[src/rtl/ef_pwm32_capture_pkg.sv]
// Shared definitions for the PWM capture block: FSM state encoding and prescaler width.
// Also imported by the APB register wrapper and the bench.
package ef_pwm32_capture_pkg;

    localparam int unsigned CLKDIV_W = 4;

    typedef enum logic [1:0] {
        ST_IDLE = 2'd0,
        ST_ARM  = 2'd1,
        ST_HIGH = 2'd2,
        ST_LOW  = 2'd3
    } cap_state_e;

    function automatic logic is_busy(input cap_state_e s);
        return (s == ST_HIGH) || (s == ST_LOW);
    endfunction

endpackage

[src/rtl/ef_pwm32_capture_edge_sync.sv]
// Synchronises the asynchronous PWM input, applies optional inversion and
// produces single-cycle rise/fall strobes one flop after the synchroniser.
module ef_pwm32_edge_sync #(
    parameter int unsigned SYNC_STAGES = 2
) (
    input  logic clk,
    input  logic rst,
    input  logic pwm_in,
    input  logic inv,
    output logic lvl,
    output logic rise,
    output logic fall
);

    logic [SYNC_STAGES-1:0] sync_q;
    logic                   lvl_q;

    always_ff @(posedge clk or posedge rst) begin
        if (rst) begin
            sync_q <= '0;
            lvl_q  <= 1'b0;
        end else begin
            sync_q <= {sync_q[SYNC_STAGES-2:0], pwm_in};
            lvl_q  <= lvl;
        end
    end

    assign lvl  = sync_q[SYNC_STAGES-1] ^ inv;
    assign rise = lvl & ~lvl_q;
    assign fall = ~lvl & lvl_q;

endmodule

[src/rtl/ef_pwm32_capture.sv]
// PWM decoder: measures period (rise to rise) and high time of an external
// PWM waveform in prescaled ticks, with timeout and enable abort.
module ef_pwm32_capture
    import ef_pwm32_capture_pkg::*;
#(
    parameter int unsigned WIDTH       = 32,
    parameter int unsigned SYNC_STAGES = 2
) (
    input  logic                clk,
    input  logic                rst,
    input  logic                pwm_in,
    input  logic                en,
    input  logic                inv,
    input  logic [CLKDIV_W-1:0] clkdiv,
    input  logic [WIDTH-1:0]    timeout,
    output logic [WIDTH-1:0]    period,
    output logic [WIDTH-1:0]    high_time,
    output logic                valid,
    output logic                ovf,
    output logic                busy
);

    localparam logic [CLKDIV_W-1:0] PRE_ONE = {{(CLKDIV_W-1){1'b0}}, 1'b1};
    localparam logic [WIDTH-1:0]    CNT_ONE = {{(WIDTH-1){1'b0}}, 1'b1};

    logic lvl, rise, fall;

    ef_pwm32_edge_sync #(
        .SYNC_STAGES(SYNC_STAGES)
    ) u_edge_sync (
        .clk    (clk),
        .rst    (rst),
        .pwm_in (pwm_in),
        .inv    (inv),
        .lvl    (lvl),
        .rise   (rise),
        .fall   (fall)
    );

    cap_state_e          state_q, state_d;
    logic [CLKDIV_W-1:0] pre_q, pre_d;
    logic [WIDTH-1:0]    cnt_q, cnt_d;
    logic [WIDTH-1:0]    hi_q, hi_d;
    logic [WIDTH-1:0]    period_q, period_d;
    logic [WIDTH-1:0]    high_q, high_d;
    logic                valid_q, valid_d;
    logic                ovf_q, ovf_d;

    logic                tick;
    logic [WIDTH-1:0]    cnt_cur;
    logic                to_hit;

    always_ff @(posedge clk or posedge rst) begin
        if (rst) begin
            state_q  <= ST_IDLE;
            pre_q    <= '0;
            cnt_q    <= '0;
            hi_q     <= '0;
            period_q <= '0;
            high_q   <= '0;
            valid_q  <= 1'b0;
            ovf_q    <= 1'b0;
        end else begin
            state_q  <= state_d;
            pre_q    <= pre_d;
            cnt_q    <= cnt_d;
            hi_q     <= hi_d;
            period_q <= period_d;
            high_q   <= high_d;
            valid_q  <= valid_d;
            ovf_q    <= ovf_d;
        end
    end

    assign tick = (pre_q == clkdiv);

    // cnt_cur includes this cycle's tick, so an edge H clk after the rise reads H at clkdiv=0.
    assign cnt_cur = (tick && (cnt_q != '1)) ? cnt_q + CNT_ONE : cnt_q;
    assign to_hit  = (timeout != '0) && (cnt_cur >= timeout);

    always_comb begin
        state_d  = state_q;
        pre_d    = tick ? '0 : pre_q + PRE_ONE;
        cnt_d    = cnt_cur;
        hi_d     = hi_q;
        period_d = period_q;
        high_d   = high_q;
        valid_d  = 1'b0;
        ovf_d    = 1'b0;

        if (!en) begin
            state_d = ST_IDLE;
            pre_d   = '0;
            cnt_d   = '0;
        end else begin
            unique case (state_q)
                ST_IDLE: begin
                    pre_d   = '0;
                    cnt_d   = '0;
                    state_d = ST_ARM;
                end
                ST_ARM: begin
                    if (rise) begin
                        pre_d   = '0;
                        cnt_d   = '0;
                        state_d = ST_HIGH;
                    end
                end
                ST_HIGH: begin
                    if (fall) begin
                        hi_d    = cnt_cur;
                        state_d = ST_LOW;
                    end else if (to_hit && lvl) begin
                        ovf_d   = 1'b1;
                        state_d = ST_ARM;
                    end
                end
                ST_LOW: begin
                    if (rise) begin
                        period_d = cnt_cur;
                        high_d   = hi_q;
                        valid_d  = 1'b1;
                        pre_d    = '0;
                        cnt_d    = '0;
                        state_d  = ST_HIGH;
                    end else if (to_hit && !lvl) begin
                        ovf_d   = 1'b1;
                        state_d = ST_ARM;
                    end
                end
                default: state_d = ST_IDLE;
            endcase
        end
    end

    assign period    = period_q;
    assign high_time = high_q;
    assign valid     = valid_q;
    assign ovf       = ovf_q;
    assign busy      = is_busy(state_q);

endmodule

[config.mk]
export PLATFORM = sky130hd
export DESIGN_NAME = ef_pwm32_capture
export DESIGN_NICKNAME = d
export VERILOG_FILES = /design/src/rtl/ef_pwm32_capture_pkg.sv /design/src/rtl/ef_pwm32_capture_edge_sync.sv /design/src/rtl/ef_pwm32_capture.sv
export SDC_FILE = /design/constraint.sdc
export NUM_CORES = 1
export LEC_CHECK = 0
export BUFFER_PORTS_ARGS = -buffer_cell sky130_fd_sc_hd__buf_2
export CAP_MARGIN = 0
export CELL_PAD_IN_SITES_DETAIL_PLACEMENT = 1
export CELL_PAD_IN_SITES_GLOBAL_PLACEMENT = 1
export CORE_MARGIN = 1.5
export CORE_UTILIZATION = 43
export CTS_CLUSTER_DIAMETER = 200
export DETAILED_ROUTE_END_ITERATION = 6
export PLACE_DENSITY_LB_ADDON = 0.2
export SYNTH_ARGS = -nofsm -noshare
export SYNTH_HDL_FRONTEND = slang
export SYNTH_SLANG_ARGS = --single-unit
export TNS_END_PERCENT = 5
[constraint.sdc]
create_clock -name clk -period 7.7 [get_ports clk]
set_input_delay 2.31 -clock clk [delete_from_list [all_inputs] [get_ports clk]]
set_output_delay 2.31 -clock clk [all_outputs]
set_load 0.005 [all_outputs]
==> results.md, run 1 <==
- The max-slew violation count is 0.
- The internal portion of the total power is 0.001367 W.
- TritonCTS built the clock tree.
- The worst-case headroom to the max-slew limit is 33.40%.
- Including well taps, the total number of placed cells is 1001.
- The slew at the pin with the worst max-slew slack is 992.9 ps.
- The routability-driven placement congestion ratio is 0.8634.
- The area share of the largest cell type after synthesis is 52.06%.
- The fraction of the mapped netlist area in adder cells is 6.367%.
- The final layout contains routed wiring with a total length of 18830 microns.
- After detailed routing, no signal wire sits above met4.
- The buffer cell driving the clock tree root is sky130_fd_sc_hd__clkbuf_16.
- The die boundary height is 127.7 microns.
- After synthesis, the largest family of logic cells by area is simple AND/OR/NAND/NOR gates.
- For the final database, setup skew stands at 12.92 ps.
- After synthesis, the share of cell area in mux cells is 0.5243%.
- The cell count after synthesis is 728.
- The post-synthesis cell type count is 50.
- The clock transition time at the flip-flop clock pins of the worst setup and hold paths is 60 ps.
- After the first detailed-routing iteration, the DRC count stood at 296.
- The region available for standard cell placement spans 15200 sq um.
- The number of nets handed over by synthesis was 803.
- The routed metal-1 wire length is 9037 microns.
- After clock tree synthesis, the flow added hold-fix buffers numbering 0.
- The synthesized netlist occupies a cell area of 6681 sq um.
- Counting instances in the post-synthesis netlist gives the leading cell types as 178 x sky130_fd_sc_hd__nand2_1, 139 x sky130_fd_sc_hd__dfrtp_1, 67 x sky130_fd_sc_hd__inv_1.
- By area the synthesized netlist is led by sky130_fd_sc_hd__dfrtp_1 52%, sky130_fd_sc_hd__nand2_1 10%, sky130_fd_sc_hd__ha_1 6.4%.
- The final critical path time including I/O delays and setup is 5418 ps.
- The number of hold-slack violations in the final timing report was 0.
- The fraction of registers with async set/reset is 100.0%.
- After legalization and detailed placement, the total HPWL measured 13600 microns.
- STA classifies the critical path startpoint as an input pin.
- Setup repair after global routing left no endpoint under its margin.
- The delay of the slowest critical-path stage is 490 ps.
- The initial utilization of the core area, before any placement, comes to 43.95%.
- The switching power total is 0.0003712 W.
- After detailed routing, the average wire length per cell comes to 18.23 microns.
- The setup TNS is 0 ps.
- Detailed routing inserted a total of 5548 vias.
- Dividing the final minimum period by the clock period gives 70.37%.
- The register bit count reported by yosys is 139.
- The number of antenna diodes in the final layout is 0.
- The maximum clock insertion buffer count is 2.
- In this run the horizontal extent of the chip is 127.7 microns.
- The power density over the cells is 215.3 nW/um^2.
- The routed length on met3 is 647 microns.
- Using the TritonRoute via totals, the vias-per-cell ratio works out to 5.371.
- The sum of buffers and inverters on the critical path is 2.
- The placed cell area is 7398 sq um.
- Sequential cells were found to cover 52.06% of the synthesized design area.
- Sequential cells burn 42.8% of the power.
- The clock group share of total power is 52.7%.
- The fraction of layout instances using a drive strength above 1 is 19.41%.
- The sum of overflow across all layers after global routing is 0.
- The number of enable flip-flop cells after synthesis is 0.
- At the worst endpoint, the arrival time is 5730 ps.
- In this run the remaining antenna-violating nets after routing total 0.
- Buffers added to address setup during post-CTS repair amount to 0.
- In this run the static leakage power is 4.415 nW.
- The clock tree synthesis step divided the H-tree into 4 levels.
- The count of input and output buffers is 107.
- The overall global routing resource usage is 24.55%.
- Net switching is 21.35% of the power.
- Walking the worst path, the cells encountered are buf_2 > xnor2_1 > nand4_4 > a31o_4 > or4_4 > xor2_2 > inv_1 > ha_1 > nand4_1 > or3_1 > a221oi_1 > or4_1 > a21oi_1 > o221a_2.
- The logic gate share of total power is 4.5%.
- TritonCTS created 17 clock buffers.
- The simple-gate portion of the synthesized area is 22.27%.
- The pre-antenna-repair detailed-routing pass consisted of 4 iterations.
- The number of antenna violations at the first check in global routing is 0.
- The final design instance area without fill is 8073 sq um.
- The category of the worst setup path capture point is a flop.
- Entering global routing, the biggest net connects 71 pins.
- The overall die area is 16290 sq um.
- The synthesized-area fraction occupied by ao, oa, aoi and oai cells is 9.326%.
- The count of endpoints failing setup in the final report is 0.
- The number of clock sinks is 139.
- The run finished with clean final reports.
- The met2 layer wire length in the routed design is 9000 microns.
- The count of placed standard cells in the final layout, fillers left out is 1033.
- On the critical path the largest part of the delay comes from simple AND/OR/NAND/NOR gates.
- The most frequent cell after synthesis is sky130_fd_sc_hd__nand2_1.
- The path type of the worst min-delay path is flop to flop.
- The area growth from synthesis to final layout is 20.82%.
- The remaining design rule violation count is 0.
- 108 I/O pins were placed.
- In the synthesized netlist the dominant register cell turns out to be sky130_fd_sc_hd__dfrtp_1.
- The number of global-route vias before repair is 5913.
- Static timing analysis puts the maximum clock frequency at 0.1846 GHz.
- VDD sags by at most 0.1364 mV.
- Dividing the synthesized area by the synthesized cell count gives 9.178 sq um.
- The wire length of the first global-routing pass is 30990 microns.
- Of the total synthesized cell area, the portion taken by XOR and XNOR cells is 4.176%.
- The overall power consumption is 0.001738 W.
- Data on the critical path is required at its endpoint by 8010 ps.
- The Yosys step of the flow raised 0 warnings.
- The post-cts repair resize count is 0.
- The post-layout net count is 907.
- The maximum fanout along the worst path is 8.
- At the later pin of the worst-skew pair, clock insertion delay measures 420 ps.
- The initialized floorplan defines 45 standard-cell rows.
- The largest area contributor in the netlist is sky130_fd_sc_hd__dfrtp_1.
- The category of the most critical setup path is input pin to flop.
- The largest individual stage delay along the critical path comes from the cell sky130_fd_sc_hd__or4_4.
- Max-cap violations in this run came to 0.
per-stage QoR:
step	util, %	setup slack [ps]	hold slack [ps]
detailed placement	48.67	1828	352.3
CTS	53.10	2271	365.7
floorplan	-	1665	331.2
global route	53.10	2034	373.8
finish	53.10	2282	361.4
global placement	48.67	1967	339.5
state kept, by name, indices dropped and copies added (netlist names), 2 cells and up:
register and cells:
high_time 32, pre_q 4, cnt_q 32, state_q 2
hi_q 32, period 32, u_edge_sync.sync_q 2
power by group through the flow:
stage	Clock [W]	Sequential [W]	Combinational [W]
6_report	0.000916	0.000744	0.0000781
3_5_place_dp	0	0.000757	0.0000797
3_3_place_gp	0	0.000757	0.0000747
5_1_grt	0.000961	0.000745	0.0000884
2_1_floorplan	0	0.000755	0.0000461
4_1_cts	0.000934	0.000744	0.0000802
cell families (layout without fill, tap and decap cells):
| family | count (synthesis) | count (layout) |
|---|---|---|
| multiplexers | 3 | 3 |
| flip-flops | 139 | 139 |
| adder cells (fa/ha/maj) | 34 | 34 |
| XOR/XNOR | 31 | 31 |
| AND/OR/NAND/NOR | 317 | 317 |
| buffers and inverters | 94 | 211 |
| AO/OA/AOI/OAI | 110 | 110 |
layout by cell type, fill, tap and decap left out, types with 3 or more instances in the layout:
| cell type | count |
|---|---|
| sky130_fd_sc_hd__bufinv_16 | 4 |
| sky130_fd_sc_hd__buf_2 | 107 |
| sky130_fd_sc_hd__nor3_1 | 9 |
| sky130_fd_sc_hd__ha_1 | 34 |
| sky130_fd_sc_hd__o21ai_2 | 4 |
| sky130_fd_sc_hd__buf_4 | 3 |
| sky130_fd_sc_hd__a21oi_1 | 20 |
| sky130_fd_sc_hd__and3_1 | 5 |
| sky130_fd_sc_hd__xor2_1 | 16 |
| sky130_fd_sc_hd__nand4_1 | 23 |
| sky130_fd_sc_hd__o21ai_1 | 21 |
| sky130_fd_sc_hd__clkbuf_8 | 7 |
| sky130_fd_sc_hd__nand2_1 | 178 |
| sky130_fd_sc_hd__o21ai_0 | 50 |
| sky130_fd_sc_hd__nand3_1 | 19 |
| sky130_fd_sc_hd__dfrtp_1 | 139 |
| sky130_fd_sc_hd__xnor2_1 | 14 |
| sky130_fd_sc_hd__and4_1 | 4 |
| sky130_fd_sc_hd__nor4_1 | 12 |
| sky130_fd_sc_hd__clkbuf_16 | 17 |
| sky130_fd_sc_hd__nor2_1 | 46 |
| sky130_fd_sc_hd__inv_1 | 66 |
area by class of cell:
class                   count  area [sq um]
repair buffers            110         558.0
well taps                 188         235.2
flip-flops and latches    139          3478
multi-input cells         495          2863
fillers                  1770          7129
clock inverters             8         152.6
clock buffers              24         521.8
inverters                  69         264.0
routing by layer:
layer  global-route usage, %  vias to the layer above
met5                       0                        -
met3                   4.382                       13
li1                        -                     2645
met1                   34.08                     2770
met4                   7.138                        0
met2                   39.71                      120
worst paths after layout:
check,startpoint,endpoint,slack [ps],cells past startpoint
hold / removal,u_edge_sync.sync_q[0],u_edge_sync.sync_q[1],360,0
setup reg to reg,cnt_q[6],state_q[1],3630,12
setup / recovery,clkdiv[1],state_q[1],2280,14
min in group asynchronous,rst,high_time[18],1990,2
max in group asynchronous,rst,high_time[31],4350,3
hold reg to reg,u_edge_sync.sync_q[0],u_edge_sync.sync_q[1],360,0
Power figures use the tool's default switching activity.
==> run 2: changes to the inputs <==
- clock period: 7.7 -> 5.1 ns (I/O delays scaled with it)
==> results.md, run 2 (synthesis results as in run 1) <==
- The number of clock sinks is 139 (unchanged).
- The number of design-rule violations left by the first detailed-router iteration is 382 (+29%).
- The switching share of power came to 23.09% (+1.7 points).
- The overall global routing resource usage is 24.58% (+0.025 points).
- The most common library cell in the layout ignoring fill and taps is sky130_fd_sc_hd__nand2_1.
- The run finished with clean final reports.
- The count of endpoints failing setup in the final report is 0 (unchanged).
- The worst setup path startpoint is clkdiv[3].
- The routability-driven placement congestion ratio came to 0.8852 (+2.5%).
- The maximum fanout along the worst path is 8 (unchanged).
- The worst path in the final design needs a cycle of 4505 ps, including I/O delays and setup.
- The final-layout worst hold slack is 356.0 ps (-5.432 ps).
- The fraction of layout instances using a drive strength above 1 came to 21.13% (+1.7 points).
- The leakage power summed over all cells is 4.450 nW (+0.80%).
- The number of hold-repair buffers added at the cts stage is 0 (unchanged).
- The row count was 45 (unchanged).
- Relative to the synthesized area, the layout overhead comes to 21.87%.
- The number of vias per cell is 5.354 (-0.31%).
- The sequential share of power is 46.1% (+3.3 points).
- The busiest metal layer after global routing is met2.
- The overall die width is 127.7 microns (unchanged).
- The worst hold path depth came to 0 (unchanged).
- The critical path data arrival time is 4820 ps (-910 ps).
- The library cells used most frequently in the layout, excluding fill and tap cells, are 178 x sky130_fd_sc_hd__nand2_1, 139 x sky130_fd_sc_hd__dfrtp_1, 107 x sky130_fd_sc_hd__buf_2.
- The clock insertion delay at the later pin of the skew report is 420 ps (about the same).
- The worst-case headroom to the max-slew limit is 37.15% (+3.7 points).
- The logic gate share of total power came to 4.9% (+0.4 points).
- The internal power consumption is 0.001875 W (+37%).
- The die boundary height is 127.7 microns (unchanged).
- STA classifies the critical path endpoint as a flop.
- The number of buffers created by CTS was 17 (unchanged).
- The tree is rooted in a sky130_fd_sc_hd__clkbuf_16.
- The required time reported for the critical path endpoint was 5410 ps (-2600 ps).
- The number of antenna violations at the first check in global routing is 0 (unchanged).
- The number of global-route vias before repair is 5903 (-0.17%).
- The clock transition time at the flip-flop clock pins of the worst setup and hold paths is 60 ps (about the same).
- The maximum clock skew at final layout is 7.681 ps (-5.240 ps).
- The wire length of the first global-routing pass was 30710 microns (-0.93%).
- The remaining design rule violation count was 0 (unchanged).
- The post-CTS setup buffer count is 0 (unchanged).
- The met1 capacity usage during global routing is 34.95% (+0.87 points).
- The average detailed-routed wire length per instance is 17.83 microns (-2.2%).
- The pin count of the biggest net entering global routing is 100 (+41%).
- The remaining number of nets flagged by the antenna check after routing was 0 (unchanged).
- The max-capacitance violation count is 0 (unchanged).
- The met2 routing resource usage after global routing was 37.58% (-2.1 points).
- The fraction of met3 tracks used by global routing is 4.633% (+0.25 points).
- The post-layout net count came to 928 (+2.3%).
- The min-delay analysis places its worst path in the category flop to flop.
- The switching power total was 0.0005631 W (+52%).
- The number of levels the H-tree was split into was 4 (unchanged).
- The maximum clock insertion buffer count is 2 (unchanged).
- TritonCTS built the clock tree.
- The number of iterations in the first detailed-routing pass is 4 (unchanged).
- The power density over the cells was 299.4 nW/um^2 (+39%).
- The max-slew violation count came to 0 (unchanged).
- The effective utilization at floorplan was 43.95% (unchanged).
- The startpoint type of the worst setup path is an input pin.
- The number of top-level pins is 108 (unchanged).
- The post-route clock period utilization is 88.33%.
- The clock group share of total power is 49.1% (-3.6 points).
- The depth of the most critical reg-to-reg path came to 14 (+2).
- The launch instance of the worst register-to-register path is cnt_q[0].
- The total wire length came to 18790 microns (-0.22%).
- The endpoint identified for the worst register-to-register timing path is state_q[1].
- The overall die area is 16290 sq um (unchanged).
- The maximum VDD drop is 0.2197 mV (+61%).
- Setup repair after global routing left no endpoint under its margin.
- The count of input and output buffers is 107 (unchanged).
- The slew at the pin with the worst max-slew slack is 937.0 ps (-55.89 ps).
- The core region area is 15200 sq um (unchanged).
- The register-to-register path setup slack is 1110 ps (-2520 ps).
- The final HPWL from detailed placement came to 13780 microns (+1.4%).
- The category of the most critical setup path is input pin to flop.
- The sum of overflow across all layers after global routing was 0 (unchanged).
- The number of hold-slack violations in the final timing report was 0 (unchanged).
- The most critical setup path has its endpoint at state_q[1].
- For this run, the top clock speed supported by timing is 0.2220 GHz.
- The via total after detailed routing is 5643 (+1.7%).
- The setup TNS is 0 ps (unchanged).
- The count of inserted antenna diode cells was 0 (unchanged).
- The post-cts repair resize count was 0 (unchanged).
==> run 2: cell types whose count changed in the layout (fill, tap and decap cells not counted), moves of 2 or more <==
cell	previous run	this run
sky130_fd_sc_hd__buf_4	3	23
sky130_fd_sc_hd__bufinv_16	4	1
sky130_fd_sc_hd__clkbuf_8	7	4
sky130_fd_sc_hd__clkinvlp_4	2	5
sky130_fd_sc_hd__clkbuf_1	0	2
sky130_fd_sc_hd__clkinv_2	0	2
==> run 2: layout make-up <==
| class | instances | area, sq um |
|---|---|---|
| clock inverters | 9 | 87.58 |
| clock buffers | 23 | 488.0 |
| multi-input cells | 495 | 2863 |
| fillers | 1830 | 7059 |
| repair buffers | 131 | 728.2 |
| inverters | 69 | 262.8 |
| well taps | 188 | 235.2 |
| flip-flops and latches | 139 | 3478 |
==> run 2: metal layers <==
| layer | up-vias | share of wire (%) |
|---|---|---|
| li1 | 2688 | - |
| met1 | 2777 | 47 |
| met2 | 148 | 45 |
| met3 | 30 | 5.5 |
| met4 | 0 | 2.1 |
| met5 | - | 0 |
==> run 2: per-stage QoR <==
step | setup WS, ps | power (W) | instances | util [%] | instance area [sq um]
after floorplan | 570.6 | 0.001210 | 728 | - | 6685
after global placement | 298.7 | 0.001257 | 1022 | 49.78 | 7567
after detailed placement | 181.5 | 0.001264 | 1022 | 49.78 | 7567
after CTS | 619.0 | 0.002469 | 1054 | 53.56 | 8143
after global routing | 391.3 | 0.002523 | 1054 | 53.56 | 8143
final | 595.3 | 0.002438 | 1054 | 53.56 | 8143
==> run 2: power groups by stage <==
stage	Combinational, W	Sequential, W	Clock, W
after floorplan	0.0000698	0.00114	0
after global placement	0.000114	0.00114	0
after detailed placement	0.000121	0.00114	0
after CTS	0.000122	0.00112	0.00122
after global routing	0.000134	0.00112	0.00126
final	0.000119	0.00112	0.00120
==> run 2: how the worst min path moves through the flow <==
| stage | start | endpoint | slack, ps |
|---|---|---|---|
| final | u_edge_sync.sync_q[0] | u_edge_sync.sync_q[1] | 360 |
| after global routing | u_edge_sync.sync_q[0] | u_edge_sync.sync_q[1] | 360 |
| after CTS | u_edge_sync.sync_q[0] | u_edge_sync.sync_q[1] | 360 |
| after detailed placement | u_edge_sync.sync_q[0] | u_edge_sync.sync_q[1] | 350 |
| after global placement | u_edge_sync.sync_q[0] | u_edge_sync.sync_q[1] | 340 |
| after floorplan | u_edge_sync.sync_q[0] | u_edge_sync.sync_q[1] | 330 |
==> run 2: worst max-delay path: stages <==
cell                       delay, ps
sky130_fd_sc_hd__buf_2           100
sky130_fd_sc_hd__xnor2_1         280
sky130_fd_sc_hd__nand4_4         270
sky130_fd_sc_hd__a31o_4          320
sky130_fd_sc_hd__or4_4           500
sky130_fd_sc_hd__xor2_2          170
sky130_fd_sc_hd__inv_1            70
sky130_fd_sc_hd__ha_1            290
sky130_fd_sc_hd__nand4_1         140
sky130_fd_sc_hd__or3_1           400
sky130_fd_sc_hd__a221oi_1        210
sky130_fd_sc_hd__or4_1           160
sky130_fd_sc_hd__a21oi_1         110
sky130_fd_sc_hd__o221a_2         250
==> run 3: changes to the inputs <==
- ABC_AREA: not set -> 1
- CORE_UTILIZATION: 43 -> 42
- SYNTH_HIERARCHICAL: not set -> 1
==> results.md, run 3 <==
- The flow ran to the end, and the final reports show no timing, DRC or antenna violations.
- The register bit count reported by yosys came to 139 (unchanged).
- The die boundary height is 134.1 microns (+5.1%).
- The maximum frequency from static timing analysis came to 0.2308 GHz (+4.0%).
- The number of top-level pins is 108 (unchanged).
- The worst hold path depth came to 0 (unchanged).
- The final HPWL from detailed placement is 14200 microns (+3.0%).
- The fraction of registers with async set/reset is 100.0% (unchanged).
- The total standard cell area after synthesis came to 7219 sq um (+8.1%).
- The setup TNS is 0 ps (unchanged).
- The category of the worst setup path capture point is a flop.
- The sequential cell area fraction in the yosys report is 48.18% (-3.9 points).
- The core region area is 16700 sq um (+9.9%).
- Setup repair after global routing left no endpoint under its margin.
- The row count is 47 (+4.4%).
- The standard cell with the maximum stage delay on the critical path is sky130_fd_sc_hd__nor4_1.
- The number of design-rule violations left by the first detailed-router iteration came to 326 (-15%).
- The overall die width is 134.1 microns (+5.1%).
- The flip-flop cell with the highest count after synthesis is sky130_fd_sc_hd__dfrtp_1.
- From synthesis to final layout, the design area changed by 19.84%.
- The average detailed-routed wire length per instance is 15.72 microns (-12%).
- The area share of the largest cell type after synthesis is 48.18% (-3.9 points).
- The post-synthesis cell type count was 31 (-38%).
- The total wire length is 19880 microns (+5.8%).
- The max-capacitance violation count was 0 (unchanged).
- The overall die area was 17980 sq um (+10%).
- The maximum VDD drop was 0.2143 mV (-2.4%).
- The via total after detailed routing is 6245 (+11%).
- The number of vias per cell was 4.937 (-7.8%).
- The path class of the tightest hold or removal check is flop to flop.
- The post-route clock period utilization is 84.94% (-3.4 points).
- The synthesized area per cell came to 7.805 sq um (-15%).
- The number of instances in the placed design came to 1233 (+21%).
- The number of enable flip-flop cells after synthesis was 0 (unchanged).
- The final critical path time including I/O delays and setup is 4332 ps (-172.6 ps).
- The required time reported for the critical path endpoint is 5410 ps (about the same).
- The wire length of the first global-routing pass is 33140 microns (+7.9%).
- The post-cts repair resize count is 0 (unchanged).
- The count of inserted antenna diode cells came to 0 (unchanged).
- The effective utilization at floorplan is 43.23% (-0.72 points).
- The startpoint type of the worst setup path is an input pin.
- After synthesis, the cell types taking the most area are sky130_fd_sc_hd__dfrtp_1 48%, sky130_fd_sc_hd__nand2_1 17%, sky130_fd_sc_hd__ha_1 5.9%.
- The depth of the most critical reg-to-reg path is 28 (+14).
- The final design instance area without fill came to 8652 sq um (+6.3%).
- The clock transition time at the flip-flop clock pins of the worst setup and hold paths is 60 ps (about the same).
- The number of iterations in the first detailed-routing pass is 4 (unchanged).
- The leakage power summed over all cells was 4.751 nW (+6.8%).
- The sum of overflow across all layers after global routing is 0 (unchanged).
- The remaining design rule violation count is 0 (unchanged).
- The maximum clock skew at final layout is 9.738 ps (+2.057 ps).
- The count of endpoints failing setup in the final report was 0 (unchanged).
- Of all cell types, the one taking the most synthesized area is sky130_fd_sc_hd__dfrtp_1.
- The routability-driven placement congestion ratio was 0.8939 (+0.98%).
- The net count after synthesis was 1000 (+25%).
- The number of antenna violations at the first check in global routing is 0 (unchanged).
- The remaining number of nets flagged by the antenna check after routing is 0 (unchanged).
- The post-CTS setup buffer count came to 0 (unchanged).
- Counting stages on the worst path, the most repeated cell is sky130_fd_sc_hd__nand2_1.
- The cell count after synthesis is 925 (+27%).
- The final-layout worst hold slack is 358.6 ps (+2.604 ps).
- Walking the worst path, the cells encountered are buf_2 > xor2_1 > nor4_1 > nand2_2 > inv_4 > nand2_1 > nand2_1 > inv_1 > ha_1 > nand2_1 > nand2_1 > nand2_1 > nand2_1 > nor2_1 > nand2_1 > nand2_1 > nand2_1 > nand2_1 > nand2_1 > nand3_1 > nand2_1 > nand3_1 > nand2_1.
- The overall global routing resource usage was 23.32% (-1.3 points).
- The cell sitting at the root of the clock tree is a sky130_fd_sc_hd__clkbuf_16.
- The fraction of layout instances using a drive strength above 1 is 15.79% (-5.3 points).
- The worst slack at placement came to 434.6 ps (+253.1 ps).
- The number of clock sinks is 139 (unchanged).
- The number of global-route vias before repair was 6629 (+12%).
- Ranked by instance count, the synthesized netlist is headed by 335 x sky130_fd_sc_hd__nand2_1, 139 x sky130_fd_sc_hd__dfrtp_1, 113 x sky130_fd_sc_hd__inv_1.
- The post-layout net count came to 1107 (+19%).
- The worst-case headroom to the max-slew limit is 26.23% (-11 points).
- The number of hold-repair buffers added at the cts stage came to 0 (unchanged).
- The number of buffers created by CTS is 17 (unchanged).
- Leaving out fill and tap cells, the most frequent cell in the layout is sky130_fd_sc_hd__nand2_1.
- The critical path data arrival time is 4640 ps (-180 ps).
- The max-slew violation count is 0 (unchanged).
- The number of hold-slack violations in the final timing report was 0 (unchanged).
- The count of placed standard cells in the final layout, fillers left out is 1265 (+20%).
- The CTS tree is done.
- Yosys instantiated no cell more often than sky130_fd_sc_hd__nand2_1.
- The library cells used most frequently in the layout, excluding fill and tap cells, are 335 x sky130_fd_sc_hd__nand2_1, 139 x sky130_fd_sc_hd__dfrtp_1, 112 x sky130_fd_sc_hd__inv_1.
- The maximum fanout along the worst path was 37 (+29).
- The delay of the slowest critical-path stage is 570 ps (+70 ps).
- The smallest setup slack after layout is 768.0 ps (+172.6 ps).
- The number of levels the H-tree was split into is 4 (unchanged).
- The clock insertion delay at the later pin of the skew report was 430 ps (about the same).
- The pin count of the biggest net entering global routing was 95 (-5.0%).
- The count of input and output buffers is 107 (unchanged).
- The maximum clock insertion buffer count is 2 (unchanged).
- The category of the most critical setup path is input pin to flop.
- The slew at the pin with the worst max-slew slack is 1105 ps (+168.4 ps).
- The power density over the cells is 351.3 nW/um^2 (+17%).
- The count of synthesis-stage warnings from yosys was 6 (+6).
- The placed cell area is 7989 sq um (+5.6%).
==> run 3: through the flow <==
stage	utilization, %	power, W
final	51.81	0.003039
after global routing	51.81	0.003172
after CTS	51.81	0.003069
after detailed placement	47.83	0.001665
after global placement	47.83	0.001648
after floorplan	-	0.001511
==> run 3: layout make-up <==
cell class / count / area [sq um]
tap: 220 / 275.3
timing repair buffer: 116 / 615.6
clock buffer: 17 / 425.4
fill: 2112 / 8049
multi-input combinational: 640 / 3171
clock inverter: 15 / 237.7
inverter: 118 / 449.2
sequential: 139 / 3478
==> run 3: power breakdown <==
| part | leakage (nW) | switching (W) | internal (W) |
|---|---|---|---|
| Clock | 0.316 | 0.000514 | 0.000878 |
| Combinational | 2.51 | 0.000253 | 0.000144 |
| Sequential | 1.92 | 0.0000566 | 0.00119 |
| Total | 4.75 | 0.000824 | 0.00222 |
==> run 3: worst paths after layout <==
check,from,endpoint,slack (ps)
worst max-delay path,clkdiv[2],state_q[1],770
worst min-delay path,u_edge_sync/sync_q[0],u_edge_sync/sync_q[1],360
max in group asynchronous,rst,high_time[2],2990
worst min register to register,u_edge_sync/sync_q[0],u_edge_sync/sync_q[1],360
worst max register to register,cnt_q[0],state_q[0],1470
min in group asynchronous,rst,u_edge_sync/lvl_q,990
==> run 3: critical path, delay by kind of cell <==
kind	cells	cell delay (ps)
and+or+nand+nor	18	2100
adders and majority gates	1	310
buffers and inverters	3	540
xor gates and xnor gates	1	150
==> run 3: routing by layer <==
metal / part of all wire, % / up-vias / wire (microns) / GRT usage, %
met5: 0 / - / 0 / 0
met2: 49 / 105 / 9655 / 39.69
met4: 1.5 / 0 / 298 / 7.288
li1: - / 3085 / - / -
met3: 3.0 / 24 / 589 / 3.590
met1: 47 / 3031 / 9340 / 30.71
==> run 3: cells by family after synthesis <==
family	synth area share, %
and+or+nand+nor	27.37
buffers and inverters	7.972
DFF	48.18
AOI/OAI and AO/OA	6.343
xor gates and xnor gates	4.246
adders and majority gates	5.893
